===== src/rtl/cdbus_pkg.sv =====
// Shared definitions for the fractional baud generator: width limit,
// generator state encoding and the phase bit-reversal helper.
package cdbus_pkg;

  localparam int unsigned FRAC_W_MAX = 4;

  typedef enum logic {
    IDLE,
    RUN
  } state_e;

  // Reverse the low w bits of v; bits at and above w must be zero on entry.
  function automatic logic [FRAC_W_MAX-1:0] bitrev(
    input logic [FRAC_W_MAX-1:0] v,
    input int unsigned           w
  );
    logic [FRAC_W_MAX-1:0] rev;
    rev = {<<{v}};
    return rev >> (FRAC_W_MAX - w);
  endfunction

endpackage


===== src/rtl/baud_frac_gen_if.sv =====
// Control/status bundle of the fractional baud generator.
interface baud_frac_gen_if #(
  parameter int unsigned DIV_W  = 16,
  parameter int unsigned FRAC_W = 2
);

  logic              en;
  logic              sync;
  logic [DIV_W-1:0]  div_ls;
  logic [DIV_W-1:0]  div_hs;
  logic              sel;
  logic [FRAC_W-1:0] cnt;
  logic              inc;
  logic              bit_tick;
  logic              sel_act;

  modport master (
    output en, sync, div_ls, div_hs, sel,
    input  cnt, inc, bit_tick, sel_act
  );

  modport slave (
    input  en, sync, div_ls, div_hs, sel,
    output cnt, inc, bit_tick, sel_act
  );

endinterface


===== src/rtl/baud_frac_interp.sv =====
// Extra-cycle decode: a phase is one cycle longer when its bit-reversed
// index is below the divisor fraction, spreading the extra cycles evenly.
module baud_frac_interp
  import cdbus_pkg::*;
#(
  parameter int unsigned FRAC_W = 2
) (
  input  logic [FRAC_W-1:0] frac_i,
  input  logic [FRAC_W-1:0] phase_i,
  output logic              extend_o
);

  logic [FRAC_W_MAX-1:0] phase_ext;
  logic [FRAC_W_MAX-1:0] phase_rev;

  always_comb begin
    phase_ext               = '0;
    phase_ext[FRAC_W-1:0]   = phase_i;
    phase_rev               = bitrev(phase_ext, FRAC_W);
    extend_o                = (phase_rev[FRAC_W-1:0] < frac_i);
  end

endmodule


===== src/rtl/baud_frac_gen.sv =====
// Fractional baud generator: 2^FRAC_W phases per bit, each M+1 or M+2
// cycles long, so one bit lasts exactly D + 2^FRAC_W cycles.
module baud_frac_gen
  import cdbus_pkg::*;
#(
  parameter int unsigned DIV_W  = 16,
  parameter int unsigned FRAC_W = 2
) (
  input logic            clk,
  input logic            rst,
  baud_frac_gen_if.slave bus
);

  localparam int unsigned MW = DIV_W - FRAC_W;
  localparam int unsigned PW = MW + 1;
  localparam logic [FRAC_W-1:0] CNT_MAX = '1;

  state_e            state_q;
  logic [DIV_W-1:0]  div_q;
  logic              sel_q;
  logic [PW-1:0]     ph_q;
  logic [FRAC_W-1:0] cnt_q;
  logic              inc_q;
  logic              tick_q;

  logic [DIV_W-1:0]  div_d;
  logic              sel_d;
  logic              extend;
  logic [PW-1:0]     term;
  logic              at_term;

  assign sel_d = bus.sel;
  assign div_d = bus.sel ? bus.div_hs : bus.div_ls;

  baud_frac_interp #(
    .FRAC_W (FRAC_W)
  ) u_interp (
    .frac_i   (div_q[FRAC_W-1:0]),
    .phase_i  (cnt_q),
    .extend_o (extend)
  );

  // Terminal count is (M+1)-1 or (M+2)-1; one extra bit keeps M+1 from wrapping.
  assign term    = {1'b0, div_q[DIV_W-1:FRAC_W]} + PW'(extend);
  assign at_term = (ph_q == term);

  always_ff @(posedge clk) begin
    if (rst) begin
      state_q <= IDLE;
      div_q   <= bus.div_ls;
      sel_q   <= 1'b0;
      ph_q    <= '0;
      cnt_q   <= '0;
      inc_q   <= 1'b0;
      tick_q  <= 1'b0;
    end else begin
      inc_q  <= 1'b0;
      tick_q <= 1'b0;
      unique case (state_q)
        IDLE: begin
          ph_q  <= '0;
          cnt_q <= '0;
          div_q <= div_d;
          sel_q <= sel_d;
          if (bus.en) state_q <= RUN;
        end
        RUN: begin
          if (!bus.en) begin
            state_q <= IDLE;
            ph_q    <= '0;
            cnt_q   <= '0;
            div_q   <= div_d;
            sel_q   <= sel_d;
          end else if (bus.sync) begin
            // Restart takes priority over a coincident terminal count.
            ph_q  <= '0;
            cnt_q <= '0;
            div_q <= div_d;
            sel_q <= sel_d;
          end else if (at_term) begin
            ph_q  <= '0;
            cnt_q <= cnt_q + FRAC_W'(1);
            inc_q <= 1'b1;
            if (cnt_q == CNT_MAX) begin
              tick_q <= 1'b1;
              div_q  <= div_d;
              sel_q  <= sel_d;
            end
          end else begin
            ph_q <= ph_q + PW'(1);
          end
        end
        default: state_q <= IDLE;
      endcase
    end
  end

  assign bus.cnt      = cnt_q;
  assign bus.inc      = inc_q;
  assign bus.bit_tick = tick_q;
  assign bus.sel_act  = sel_q;

endmodule


===== src/flat_wrapper.sv =====
// flat-port wrapper written by rule: the top's interface ports become plain ports
module baud_frac_gen_flat import cdbus_pkg::*;
#(
  parameter int unsigned DIV_W  = 16,
  parameter int unsigned FRAC_W = 2
)
  (clk, rst, bus_en, bus_sync, bus_div_ls, bus_div_hs, bus_sel, bus_cnt, bus_inc, bus_bit_tick, bus_sel_act);
  baud_frac_gen_if #(.DIV_W(DIV_W), .FRAC_W(FRAC_W)) bus_i ();
  input logic clk;
  input logic rst;
  input wire logic [$bits(bus_i.en)-1:0] bus_en;
  input wire logic [$bits(bus_i.sync)-1:0] bus_sync;
  input wire logic [$bits(bus_i.div_ls)-1:0] bus_div_ls;
  input wire logic [$bits(bus_i.div_hs)-1:0] bus_div_hs;
  input wire logic [$bits(bus_i.sel)-1:0] bus_sel;
  output wire logic [$bits(bus_i.cnt)-1:0] bus_cnt;
  output wire logic [$bits(bus_i.inc)-1:0] bus_inc;
  output wire logic [$bits(bus_i.bit_tick)-1:0] bus_bit_tick;
  output wire logic [$bits(bus_i.sel_act)-1:0] bus_sel_act;
  assign bus_i.en = bus_en;
  assign bus_i.sync = bus_sync;
  assign bus_i.div_ls = bus_div_ls;
  assign bus_i.div_hs = bus_div_hs;
  assign bus_i.sel = bus_sel;
  assign bus_cnt = bus_i.cnt;
  assign bus_inc = bus_i.inc;
  assign bus_bit_tick = bus_i.bit_tick;
  assign bus_sel_act = bus_i.sel_act;
  baud_frac_gen #(.DIV_W(DIV_W), .FRAC_W(FRAC_W)) u_core (.clk(clk), .rst(rst), .bus(bus_i));
endmodule

===== config.mk =====
export PLATFORM = sky130hd
export DESIGN_NAME = baud_frac_gen_flat
export DESIGN_NICKNAME = d
export VERILOG_FILES = /design/src/rtl/cdbus_pkg.sv /design/src/rtl/baud_frac_gen_if.sv /design/src/rtl/baud_frac_interp.sv /design/src/rtl/baud_frac_gen.sv /design/src/flat_wrapper.sv
export SDC_FILE = /design/constraint.sdc
export NUM_CORES = 1
export LEC_CHECK = 0
export ABC_AREA = 1
export BUFFER_PORTS_ARGS = -buffer_cell sky130_fd_sc_hd__buf_4
export CORE_ASPECT_RATIO = 1.25
export CORE_MARGIN = 2
export CORE_UTILIZATION = 45
export DETAILED_ROUTE_END_ITERATION = 10
export GPL_TIMING_DRIVEN = 0
export PLACE_DENSITY = 0.71
export SETUP_SLACK_MARGIN = 0.15
export SYNTH_ARGS = -nofsm -noshare
export SYNTH_HDL_FRONTEND = slang
export SYNTH_SLANG_ARGS = --single-unit

===== constraint.sdc =====
create_clock -name clk -period 2.6 [get_ports clk]
set_input_delay 0.39 -clock clk [delete_from_list [all_inputs] [get_ports clk]]
set_output_delay 0.39 -clock clk [all_outputs]
set_load 0.02 [all_outputs]

### Yosys cells after proc, flatten, opt, wreduce, memory -nomap -nowiden

Index checks and enable logic that the tools add are counted.

| storage, ports and cells | value |
|---|---|
| bits in registers | 37 |
| latch bits | 0 |
| memory bits (writable) | 0 |
| memory bits (read-only) | 0 |
| bits of input ports | 37 |
| output and inout port bits | 5 |
| logic and storage cells | 47 |
| memories | 0 |

| cells by class | value |
|---|---|
| $add $sub $neg | 3 |
| multiply operators | 0 |
| div/mod/pow operators | 0 |
| $lt $le $gt $ge | 1 |
| equal/unequal tests | 6 |
| shifts and indexed selects | 0 |
| multiplexer cells | 23 |
| bitwise operators | 3 |
| reduce and logical (&&, ||, !) cells | 4 |

Operator list:

| cell | number |
|---|---|
| $mux W16 | 6 |
| $mux W15 | 3 |
| $pmux W16 S2 | 1 |
| $pmux W15 S2 | 1 |
| $add A14 B1 Y15 | 1 |
| $add A15 B1 Y15 const B | 1 |
| $eq A15 B15 Y1 | 1 |
| $ne A5 B5 Y1 const B | 2 |
| $ne A4 B4 Y1 const B | 2 |
| $mux W1 | 7 |
| $mux W2 | 3 |
| $reduce_or A5 Y1 | 1 |
| $pmux W2 S2 | 1 |
| $reduce_and A2 Y1 | 2 |
| $reduce_or A4 Y1 | 1 |
| $not A1 Y1 | 3 |
| $add A2 B1 Y2 const B | 1 |
| $eq A2 B2 Y1 const B | 1 |
| $lt A2 B2 Y1 | 1 |
| $pmux W1 S2 | 1 |

### Logic depth before layout (Yosys ltp)

| depth | value |
|---|---|
| depth after elaboration | 8 |
| depth in mapped cells | 18 |
| depth with buffers taken out | 18 |

### Hierarchy

A second synthesis with hierarchy kept.

| second synthesis, totals | value |
|---|---|
| cell total of the unflattened synthesis | 281 |
| area, all modules | 2224.6 um2 |

By module, submodules not included:

| module | times used | cells each | area each (um2) | sequential area each (um2) |
|---|---|---|---|---|
| baud_frac_gen | 1 | 276 | 2192.1 | 900.9 |
| baud_frac_interp | 1 | 5 | 32.5 | 0.0 |

### Worst setup path after synthesis

Ideal clock, no wire load.

| path | value |
|---|---|
| kind | register -> register |
| start | register u_core.cnt_q[0], in the netlist u_core.bus.cnt[0] |
| end | register u_core.div_q[0] (enable) |
| setup time | 0.372 ns |
| arrival time | 2.515 ns |
| required time | 2.228 ns |
| path slack | -0.287 ns |
| cell stages (with the launch flop) | 15 |
| path buffers | 0 |
| clock period less this slack | 2.887 ns |
| path through | dfxtp_1 ha_1 a21oi_1 ha_1 ha_1 nand2_2 nor2_2 nand2_1 nand2_1 nand2_1 nor2_1 nand4_2 inv_1 nand3_1 nand2_1 |

| between the ends | value |
|---|---|
| longest elaborated chain between the ends | 5 |
| elaborated cells between the ends (all ways) | 7 |
| those cells by class | add/sub: 1; order compare: 1; eq/ne: 4; reduce/logical: 1 |

RTL lines:

| what | line | RTL |
|---|---|---|
| from (decl) | baud_frac_gen.sv:22 | `logic [FRAC_W-1:0] cnt_q;` |
| from (signal assigned) | baud_frac_gen.sv:82 | `cnt_q <= cnt_q + FRAC_W'(1);` |
| $lt A2 B2 Y1 | baud_frac_interp.sv:20 | `extend_o = (phase_rev[FRAC_W-1:0] < frac_i);` |
| $add A14 B1 Y15 | baud_frac_gen.sv:44 | `assign term = {1'b0, div_q[DIV_W-1:FRAC_W]} + PW'(extend);` |
| $eq A15 B15 Y1 | baud_frac_gen.sv:45 | `assign at_term = (ph_q == term);` |
| $ne A5 B5 Y1 (no source line) | - |  |
| $reduce_and A2 Y1 (no source line) * | - |  |
| to (signal assigned) | baud_frac_gen.sv:50 | `div_q <= bus.div_ls;` |
| to (signal assigned) | baud_frac_gen.sv:63 | `div_q <= div_d;` |
| to (signal assigned) | baud_frac_gen.sv:72 | `div_q <= div_d;` |
| to (decl) | baud_frac_gen.sv:19 | `logic [DIV_W-1:0] div_q;` |

Every way passes the cells marked *; elsewhere a longest branch is shown, timed or not.
A chain may end at the register's enable or synchronous reset.

### Final worst setup path

| path | value |
|---|---|
| start | register u_core.div_q[1] |
| end | register u_core.div_q[8] (enable) |

| between the ends | value |
|---|---|
| longest elaborated chain between the ends | 5 |

RTL lines:

| what | line |
|---|---|
| $lt A2 B2 Y1 | baud_frac_interp.sv:20 |
| $add A14 B1 Y15 | baud_frac_gen.sv:44 |
| $eq A15 B15 Y1 | baud_frac_gen.sv:45 |
| $ne A5 B5 Y1 (no source line) | - |
| $reduce_and A2 Y1 (no source line) | - |

Every way passes these cells.

==> out/results.ini <==
[outcome]
outcome=completed

[finish]
area_delta_synth_final_pct=32.93
final_cell_mix=nand2_1, buf_4, inv_1
fillers=392
diodes=0
nNetsFinal=390
drive_above_1_share=0.3438
layout_commonest_cell=nand2_1
final_cell_count_no_fill=409

[route]
via_count=2002
drt_pass1_iterations=4
routed_wl_um=4826
drtAntennaViolNets=0
drc=0
viasPerCell=4.895
drt_iter0_drc=112
wl_per_cell_um=11.80

[sta]
setup_ws_ps=73.62
rsz0062_at_grt=true
setup_viol=0
hold_viol=0
clock-skew-final_ps=7.790
final_max_slew_viol_count=0
min_period_ps=2526
post-route-period-util=0.9717
hold_slack_ps=260.6
max_freq_ghz=0.3958
relSlewSlack=0.5387
worstMarginPinSlew_ps=689.4

[pwr]
power_per_cell_area_nw_per_um2=453.5
peakVddDrop_uv=317.2
power_leakage_nw=1.295

[synth]
postSynthCellCount=290
synth_seq_area_share=0.3978
syn_area_per_cell_um2=7.809
ys_seq_elements=37
synthTopCellsByArea=edfxtp_1, dfxtp_1, nand2_1, mux2_2, inv_1
syn-num-nets=332
syn-cell-area_um2=2265
synth_cell_types=28
yosysTopAreaCell=edfxtp_1
yosysWarningCount=0
synth_top_area_frac=0.2122

[clock_network]
cts.reportedPaths.clkPinSlew_ps=80
htree_levels=2
cts.sinks=37
cts_buffer_depth=2
cts_buffers=5
cts-root-buf=clkbuf_8
clkLatencyLatePin_ps=290
tritoncts=done

[worst_setup_path]
worstSetupEndpointType=flip-flop
r2r_setup_slack_ps=70
startpoint=u_core.div_q[1]
cpMostUsedCell=ha_4
r2r_start=u_core.div_q[1]
r2r_end=u_core.div_q[8]
r2r.worst_path.cells=15
critPathKind=reg2reg
crit_required_ps=2610
path_buf_inv=2
path_cells=inv_2, ha_4, a21oi_4, ha_4, ha_4, nand2_4, nor2_4, nand2_1, nand2_1, nand2_2, nor2_4, nand4_4, inv_2, nand3_4, nand2_8
crit_family=simple AND/OR/NAND/NOR gates
slowest_delay_ps=380
cp_slowest_cell=edfxtp_1
worstPathMaxFanout=8
arrival_ps=2530
start_kind=flip-flop

[floorplan]
start_util=0.4718
core-area_um2=4800
die_area_um2=5620
die_h_um=83.32
die_w_um=67.45
pin_count=42
rows=28

[grt]
grt_max_degree=13
grt_pass1_vias=1939
antenna_found_initial=0
overflow=0
grt_pass1_wl_um=8507
track_usage=0.1971

[hold_path]
holdPathEnd=u_core.state_q
hp-start=rst
hp-class=in2reg
holdPathStages=2

[placed_design]
dpl.cell_count=391
io_buffers=41
pre_cts_slack_ps=-88.35
dp_hpwl_um=3672
place.gp.congestion=0.8692

[flow_run]
cap_violations=0

[layout make-up]
| cell class | count | area [um^2] | share of cell area |
|---|---|---|---|
| Clock inverter | 2 | 38.79 | 0.01288 |
| Buffer | 2 | 25.02 | 0.008313 |
| Inverter | 41 | 153.9 | 0.05112 |
| Tap cell | 60 | 75.07 | 0.02494 |
| Timing Repair Buffer | 50 | 379.1 | 0.1259 |
| Clock buffer | 6 | 72.57 | 0.02411 |
| Sequential cell | 37 | 902.1 | 0.2997 |
| Multi-Input combinational cell | 211 | 1364 | 0.4530 |
[worst max-delay path by stage]
stage	end	slack (ps)	depth (start not counted)
floorplan	u_core.div_q[0]	170	14
global placement	u_core.div_q[2]	-20	15
detailed placement	u_core.div_q[2]	-90	15
CTS	u_core.div_q[8]	50	15
global route	u_core.div_q[8]	-60	15
finish	u_core.div_q[8]	70	15
[stage by stage]
step                      instance area (um^2)  utilization  total power (W)  TNS (ps)
after floorplan                           2322            -        0.0007870         0
after global placement                    2705       0.5636        0.0008530    -233.7
after detailed placement                  2705       0.5636        0.0008579     -1876
after CTS                                 2945       0.6137         0.001363         0
after global routing                      3010       0.6272         0.001431     -1314
final                                     3010       0.6272         0.001365         0
[report_power, final]
part	total (W)	switching [W]	internal, W
Combinational	0.000210	0.000101	0.000109
Sequential	0.000657	0.0000247	0.000633
Clock	0.000498	0.000210	0.000288
[cells in the mapped netlist]
cell	instances
nand2_1	85
inv_1	41
nor2_1	25
nand3_1	22
dfxtp_1	21
edfxtp_1	16
mux2_2	16
nor2_2	10
xor2_1	9
nand4_1	7
ha_1	5
a21oi_1	4
nand2_2	4
nor3_1	4
nor2_4	3
o21ai_0	3
nor3b_1	2
o21bai_1	2
xnor2_1	2
a21oi_2	1
buf_12	1
buf_2	1
nand3_2	1
nand4_2	1
nor3_2	1
nor4_1	1
o21bai_4	1
or2_2	1
[worst reg2reg max path, stage by stage (launching register included)]
cell and delay (ps):
edfxtp_1 380, inv_2 70, ha_4 200, a21oi_4 140, ha_4 170, ha_4 160
nand2_4 70, nor2_4 180, nand2_1 70, nand2_1 80, nand2_2 70, nor2_4 120
nand4_4 150, inv_2 100, nand3_4 150, nand2_8 150
[flip-flops by register name (all words and copies together) (netlist names)]
| name | cells |
|---|---|
| u_core.bus.inc | 1 |
| u_core.bus.sel_act | 1 |
| u_core.ph_q | 15 |
| u_core.state_q | 1 |
| u_core.bus.cnt | 2 |
| u_core.bus.bit_tick | 1 |
| u_core.div_q | 16 |
[metal layers]
metal	global-route usage	routed length, um	up-vias
li1	-	-	1046
met1	0.2297	2017	891
met2	0.3366	2427	55
met3	0.05149	249	10
met4	0.07421	131	0
met5	0	0	-
[cell families (layout without fill, tap and decap cells)]
kind of cell,after synthesis,after routing,share of synthesized area
AO/OA/AOI/OAI,11,11,0.03425
AND/OR/NAND/NOR,167,168,0.3392
flip-flops,37,37,0.3978
adder cells (fa/ha/maj),5,5,0.02762
multiplexers,16,16,0.07956
XOR/XNOR,11,11,0.04254
buffers and inverters,43,101,0.07900
[what timing repair did]
action	CTS	global route
cloned	1	0
pin swaps	13	5
endpoints found under the hold margin	0	0
setup buffers	5	4
resized for setup	17	6
setup endpoints to repair	34	36
hold buffers	0	0
(Power assumes the default switching activity.)
